$ cat src/rtl/fp_sorter.sv
// Single-precision operand sorter ahead of the FP adder's alignment shifter.
// Orders a/b by unsigned {exp,frac} magnitude and registers the result once.
package fp;
  localparam int EXPONENT_BITS = 8;
  localparam int FRACTION_BITS = 23;

  typedef struct packed {
    logic                     sign;
    logic [EXPONENT_BITS-1:0] exp;
    logic [FRACTION_BITS-1:0] frac;
  } float;
endpackage

module fp_sorter (
  input logic         clk,
  input logic         reset,
  fp_sorter_if.slave  bus
);
  fp::float                       a_s;
  fp::float                       b_s;
  logic [30:0]                    key_a_s;
  logic [30:0]                    key_b_s;
  logic                           swap_s;

  fp::float                       bign_d;
  fp::float                       bign_q;
  fp::float                       smalln_d;
  fp::float                       smalln_q;
  logic                           swapped_d;
  logic                           swapped_q;
  logic [fp::EXPONENT_BITS-1:0]   exp_diff_d;
  logic [fp::EXPONENT_BITS-1:0]   exp_diff_q;
  logic                           out_valid_d;
  logic                           out_valid_q;

  // Magnitude compare and selection; ties keep a on the big side.
  always_comb begin
    a_s     = fp::float'(bus.a);
    b_s     = fp::float'(bus.b);
    key_a_s = {a_s.exp, a_s.frac};
    key_b_s = {b_s.exp, b_s.frac};
    swap_s  = (key_b_s > key_a_s);
  end

  // Next-state for the result registers; data holds while no pair arrives.
  always_comb begin
    bign_d      = bign_q;
    smalln_d    = smalln_q;
    swapped_d   = swapped_q;
    exp_diff_d  = exp_diff_q;
    out_valid_d = bus.in_valid;
    if (bus.in_valid) begin
      if (swap_s) begin
        bign_d   = b_s;
        smalln_d = a_s;
      end else begin
        bign_d   = a_s;
        smalln_d = b_s;
      end
      swapped_d  = swap_s;
      // bign.exp >= smalln.exp by construction, so this never wraps
      exp_diff_d = bign_d.exp - smalln_d.exp;
    end else begin
      out_valid_d = 1'b0;
    end
  end

  // Result register with synchronous reset taking priority over in_valid.
  always_ff @(posedge clk) begin
    if (reset) begin
      bign_q      <= '0;
      smalln_q    <= '0;
      swapped_q   <= 1'b0;
      exp_diff_q  <= 8'h00;
      out_valid_q <= 1'b0;
    end else begin
      bign_q      <= bign_d;
      smalln_q    <= smalln_d;
      swapped_q   <= swapped_d;
      exp_diff_q  <= exp_diff_d;
      out_valid_q <= out_valid_d;
    end
  end

  assign bus.bign      = bign_q;
  assign bus.smalln    = smalln_q;
  assign bus.swapped   = swapped_q;
  assign bus.exp_diff  = exp_diff_q;
  assign bus.out_valid = out_valid_q;
endmodule

$ cat src/rtl/fp_sorter_if.sv
// Operand-pair handshake between the adder front end and the magnitude sorter.
// The master drives operand pairs in and the slave returns the ordered result.
interface fp_sorter_if;
  logic        in_valid;
  logic [31:0] a;
  logic [31:0] b;
  logic        out_valid;
  logic [31:0] bign;
  logic [31:0] smalln;
  logic        swapped;
  logic [7:0]  exp_diff;

  modport master (
    output in_valid,
    output a,
    output b,
    input  out_valid,
    input  bign,
    input  smalln,
    input  swapped,
    input  exp_diff
  );

  modport slave (
    input  in_valid,
    input  a,
    input  b,
    output out_valid,
    output bign,
    output smalln,
    output swapped,
    output exp_diff
  );
endinterface

$ cat src/flat_wrapper.sv
// flat-port wrapper written by rule: the top's interface ports become plain ports
module fp_sorter_flat 
  (clk, reset, bus_in_valid, bus_a, bus_b, bus_out_valid, bus_bign, bus_smalln, bus_swapped, bus_exp_diff);
  fp_sorter_if bus_i ();
  input logic clk;
  input logic reset;
  input wire logic [$bits(bus_i.in_valid)-1:0] bus_in_valid;
  input wire logic [$bits(bus_i.a)-1:0] bus_a;
  input wire logic [$bits(bus_i.b)-1:0] bus_b;
  output wire logic [$bits(bus_i.out_valid)-1:0] bus_out_valid;
  output wire logic [$bits(bus_i.bign)-1:0] bus_bign;
  output wire logic [$bits(bus_i.smalln)-1:0] bus_smalln;
  output wire logic [$bits(bus_i.swapped)-1:0] bus_swapped;
  output wire logic [$bits(bus_i.exp_diff)-1:0] bus_exp_diff;
  assign bus_i.in_valid = bus_in_valid;
  assign bus_i.a = bus_a;
  assign bus_i.b = bus_b;
  assign bus_out_valid = bus_i.out_valid;
  assign bus_bign = bus_i.bign;
  assign bus_smalln = bus_i.smalln;
  assign bus_swapped = bus_i.swapped;
  assign bus_exp_diff = bus_i.exp_diff;
  fp_sorter u_core (.clk(clk), .reset(reset), .bus(bus_i));
endmodule
$ cat config.mk
export PLATFORM = sky130hd
export DESIGN_NAME = fp_sorter_flat
export DESIGN_NICKNAME = d
export VERILOG_FILES = /design/src/rtl/fp_sorter.sv /design/src/rtl/fp_sorter_if.sv /design/src/flat_wrapper.sv
export SDC_FILE = /design/constraint.sdc
export NUM_CORES = 1
export LEC_CHECK = 0
export CORE_MARGIN = 1
export CORE_UTILIZATION = 40
export DETAILED_ROUTE_END_ITERATION = 16
export GPL_TIMING_DRIVEN = 0
export HOLD_SLACK_MARGIN = 0.1
export PLACE_DENSITY = 0.71
export SYNTH_ARGS = -nofsm -noshare
export SYNTH_HDL_FRONTEND = slang
export SYNTH_SLANG_ARGS = --single-unit
$ cat constraint.sdc
create_clock -name clk -period 3.52 [get_ports clk]
set_input_delay 0.352 -clock clk [delete_from_list [all_inputs] [get_ports clk]]
set_output_delay 0.352 -clock clk [all_outputs]
set_load 0.01 [all_outputs]
# Yosys cells after proc, flatten, opt, wreduce, memory -nomap -nowiden
# Index checks and enable logic that the tools add are counted.
# classes
shifts	0
n_bitwise	0
order_cmp	1
add_sub_neg	1
muxes	5
n_reduce_logical	0
mul	0
n_eq_ne	0
div	0
# ops
op	count
$mux 32	4
$gt 31x31->1	1
$sub 8x8->8	1
$mux 1	1
# totals
n_memories	0
latch_bits	0
regBits	74
romBits	0
ram_bits	0

# Depth between registers and ports, before layout
# logic_depth
depth_word	4
depth_mapped	14
mapped_depth_nobuf	11

# Worst setup path after synthesis
# Ideal clock, no wire load.
# synth_timing
kind	input-to-reg
from	input port bus_a[29]
to	register u_core.exp_diff_q, in the netlist u_core.bus.exp_diff[5]
arrival_time_ns	2.800
setup_time_ns	0.120
cell_stages	13
setup_slack_ns	0.601
cell_sequence	inv_1 -> ha_1 -> buf_6 -> a21oi_1 -> nand2_1 -> a221o_1 -> a22o_1 -> buf_4 -> o211a_1 -> o21ai_1 -> a31oi_1 -> or3_1 -> a211o_1
# synth_between
elab_chain_len	4
word_cells_on_any_way	6
cone_classes	add/sub: 1; order compare: 1; mux: 4
# synth_lines
element	line_no	text
start, declared	flat_wrapper.sv:8	input wire logic [$bits(bus_i.a)-1:0] bus_a;
$gt 31x31->1 (*)	fp_sorter.sv:42	swap_s = (key_b_s > key_a_s);
$mux 32	fp_sorter.sv:53	if (swap_s) begin
$mux 32	fp_sorter.sv:52	if (bus.in_valid) begin
$sub 8x8->8 (*)	fp_sorter.sv:62	exp_diff_d = bign_d.exp - smalln_d.exp;
end signal, assigned	fp_sorter.sv:80	exp_diff_q <= exp_diff_d;
end, declared	fp_sorter.sv:32	logic [fp::EXPONENT_BITS-1:0] exp_diff_q;
# Every way passes the cells marked *; elsewhere a longest branch is shown, timed or not. The select of a mux whose other input is x is not followed.
# A chain may end at the register's enable or synchronous reset.

# Final worst setup path
# layout_timing
from	input port bus_b[24]
to	register u_core.exp_diff_q, in the netlist u_core.bus.exp_diff[5]
# layout_between
elab_chain_len	4
word_cells_on_any_way	6
cone_classes	add/sub: 1; order compare: 1; mux: 4
# layout_lines
element	line_no	text
start, declared	flat_wrapper.sv:9	input wire logic [$bits(bus_i.b)-1:0] bus_b;
$gt 31x31->1	fp_sorter.sv:42	
$mux 32	fp_sorter.sv:53	
$mux 32	fp_sorter.sv:52	
$sub 8x8->8 (*)	fp_sorter.sv:62	
# Marked as above.

==> summary.md <==
| Metric | Value |
|---|---|
| Status | `complete, no violations` |
| Slew headroom | `0.580` |
| Yosys warning count | `0` |
| R2R setup slack | `roughly 2500 ps` |
| Mean post-synth cell area | `7.56 µm²` |
| Final hold violation count | `0` |
| Max Cap Viol | `0` |
| Initial cell density of the core | `0.417` |
| Area occupied by multi-input gates | `around 0.0026 mm²` |
| DRT Pass-1 Iters | `4` |
| Power per cell area | `397 mW/mm²` |
| Rows | `37` |
| Detail Placement HPWL | `11700 µm` |
| Slowest stage delay, CP | `around 580 ps` |
| Internal | `1.69 mW` |
| Setup crit end kind | `flip-flop` |
| Leak | `~2.5 nW` |
| Share of cells above drive strength 1 | `0.0604` |
| Maximum clock frequency | `296 MHz` |
| Peak VDD IR | `between 0.3 and 0.4 mV` |
| Core Area | `0.0104 mm²` |
| Yosys reg bits | `74` |
| Antenna diodes | `0` |
| Root buffer cell | `clkbuf_8` |
| Final-report setup violation count | `0` |
| Sw frac | `0.318` |
| Measured slew at the worst slew-check pin | `approximately 630 ps` |
| Die area | `0.0113 mm²` |
| IO Pins | `between 100 and 150` |
| Fin crit period | `3380 ps` |
| First-pass GRT wire length | `24000 µm` |
| Synth cell types | `53` |
| Post-synthesis cell area | `0.00435 mm²` |
| Worst-path fanout max | `10` |
| Synth top cells by count | `nor2_1 (104), nand2_1 (80), dfxtp_1 (74)` |
| Critical path arrival | `3630 ps` |
| Post-synth ARST share | `0` |
| Clock Path Buffers | `2` |
| Hold-fix buffer count after cts | `0` |
| Post-Syn Instances | `575` |
| Count leader, synth | `nor2_1` |
| Worst path required time | `between 3000 and 4000 ps` |
| Design Power | `2.47 mW` |
| Worst-skew pair later-pin latency | `350 ps` |
| Crit Path Class | `in2reg` |
| Hold Crit Class | `in2reg` |
| Fin nets | `about 800` |
| Largest net degree at the start of global routing | `13` |
| H-tree levels | `3` |
| Buffers & Inverters on Critical Path | `2` |
| Period utilization | `0.960` |
| Top post-synthesis cells by area | `dfxtp_1 (34%), nor2_1 (9.0%), ha_1 (8.9%), nand2_1 (6.9%), a311oi_1 (6.6%)` |
| Clock slew at reported path FFs | `90 ps` |
| Area grow syn2layout | `43.2%` |
| # clock sinks | `74` |
| Switching pwr | `between 0.7 and 0.8 mW` |
| Critical Path Slowest Stage Cell | `clkdlybuf4s50_1` |
| Cell Chain, Critical Path | `clkdlybuf4s50_1, ha_4, nand4_1, nor4_2, nand2_1, a22o_1, buf_4, o211a_1, nor2_1, a31oi_1, or3_1, a211o_1` |
| Post-synth EDFFs | `0` |
| Max Slew Vio Count | `0` |
| Clock share of power | `0.304` |
| CTS tree | `yes` |
| Sequential cell area | `0.00148 mm²` |
| Routed len/inst | `17.6 µm` |
| Port-buffer cells | `between 100 and 150` |
| Die Span X | `106 µm` |
| Detailed Route Iter0 Violations | `322` |
| Clock Skew | `0 ps` |
| Primary FF master, synth | `dfxtp_1` |
| Filler instances | `996` |
| Area leader, netlist | `dfxtp_1` |
| Die Ht | `approximately 110 µm` |
| Vias/cell | `5.66` |
| DRC | `0` |
| GRT Resource Usage Total | `0.272` |
| Setup crit start kind | `primary input` |
| Antenna violations before repair | `0` |
| Drt total wl | `15200 µm` |
| Sequential cell area fraction in the yosys report | `0.341` |
| Syn Nets | `slightly below 700` |
| Vias in the first global route | `4787` |
| Post-synth top area share | `0.341` |
| Logic pwr share | `0.311` |
| Final Util | `0.597` |
| Top delay family on crit path | `simple AND/OR/NAND/NOR gates` |
| Vias | `4890` |
| Total grt overflow | `0` |
| Detail Route Antenna Nets | `0` |
| Flop pwr share | `0.386` |
| Clock buffer count from CTS | `9` |
| Placer Congestion | `around 0.96` |
## final cells by class
cell class | instances | area share
Inverter | 34 | 0.0205
Tap cell | 136 | 0.0273
Timing Repair Buffer | 138 | 0.224
Clock inverter | 5 | 0.0127
Buffer | 45 | 0.0352
Multi-Input combinational cell | 422 | 0.420
Sequential cell | 74 | 0.238
Clock buffer | 10 | 0.0221
## per-stage QoR
| stage | hold slack, ps | instances | worst slack [ps] | setup TNS (ps) | cell area (µm²) |
|---|---|---|---|---|---|
| floorplan | 490 | 575 | 601 | 0 | 4350 |
| global placement | 474 | 849 | -408 | -11730 | 5900 |
| detailed placement | 473 | 849 | -478 | -16110 | 5900 |
| CTS | 479 | 864 | 27.9 | 0 | 6120 |
| global route | 420 | 864 | -15.3 | -15.3 | 6220 |
| finish | 399 | 864 | 140 | 0 | 6220 |
## worst register-to-register path: cells and delay by family (launching register included)
family          cells  cell delay [ps]
flops               1              380
compound gates      1               90
simple gates        1              450
## cell usage in the layout, fill, tap and decap left out, types with 6 or more instances in the layout
master           netlist  routed
a211oi_1              38      38
clkdlybuf4s50_1        0     133
clkbuf_1              31      29
nand2_1               80      80
a311oi_1              33      33
nor2_1               104     104
ha_1                  31      28
o21ai_0                8       7
clkbuf_8               0      10
a21oi_1               47      47
nand3b_1               7       7
nand3_1                6       6
nand4_1                8       8
nor3b_1                6       6
dfxtp_1               74      74
inv_1                 34      34
## flip-flops by register name, summed over array words and instances (netlist names)
signal                count
u_core.bus.bign          32
u_core.bus.exp_diff       8
u_core.bus.out_valid      1
u_core.bus.swapped        1
u_core.bus.smalln        32
## final timing paths
| path | start | endpoint | depth (start not counted) |
|---|---|---|---|
| max | bus_b[24] | u_core.bus.exp_diff[5]$_SDFFE_PP0P_ | 12 |
| min | bus_a[26] | u_core.bus.smalln[26]$_SDFFE_PP0P_ | 3 |
| max reg2reg | u_core.bus.exp_diff[7]$_SDFFE_PP0P_ | u_core.bus.exp_diff[7]$_SDFFE_PP0P_ | 2 |
| min reg2reg | u_core.bus.smalln[10]$_SDFFE_PP0P_ | u_core.bus.smalln[10]$_SDFFE_PP0P_ | 2 |
## metal layers
metal	routed length (µm)	GRT usage
met4	446	0.131
met5	0	0
met2	7270	0.449
met1	6550	0.343
met3	970	0.0435
## cells by family (layout without fill, tap and decap cells)
logic type | Yosys count | in the layout | synth area share
compound gates | 153 | 153 | 0.248
xor+xnor | 1 | 1 | 0.00202
fa+ha+maj | 31 | 31 | 0.0892
buf+inv | 79 | 232 | 0.0754
flops | 74 | 74 | 0.341
mux | 3 | 3 | 0.00691
simple gates | 234 | 234 | 0.237
## repair_timing
item,in CTS,in global routing
pin swaps,1,4
endpoints found under the setup margin,22,66
setup buffers,0,0
resized for setup,3,25
## power by group through the flow
stage	combinational (mW)	clock, mW	sequential [mW]
after global placement	0.728	0	0.970
after floorplan	0.356	0	0.998
after detailed placement	0.742	0	0.971
final	0.768	0.751	0.953
after global routing	0.838	0.799	0.961
after CTS	0.748	0.756	0.953
No activity file was read; power rests on OpenSTA's default activity.
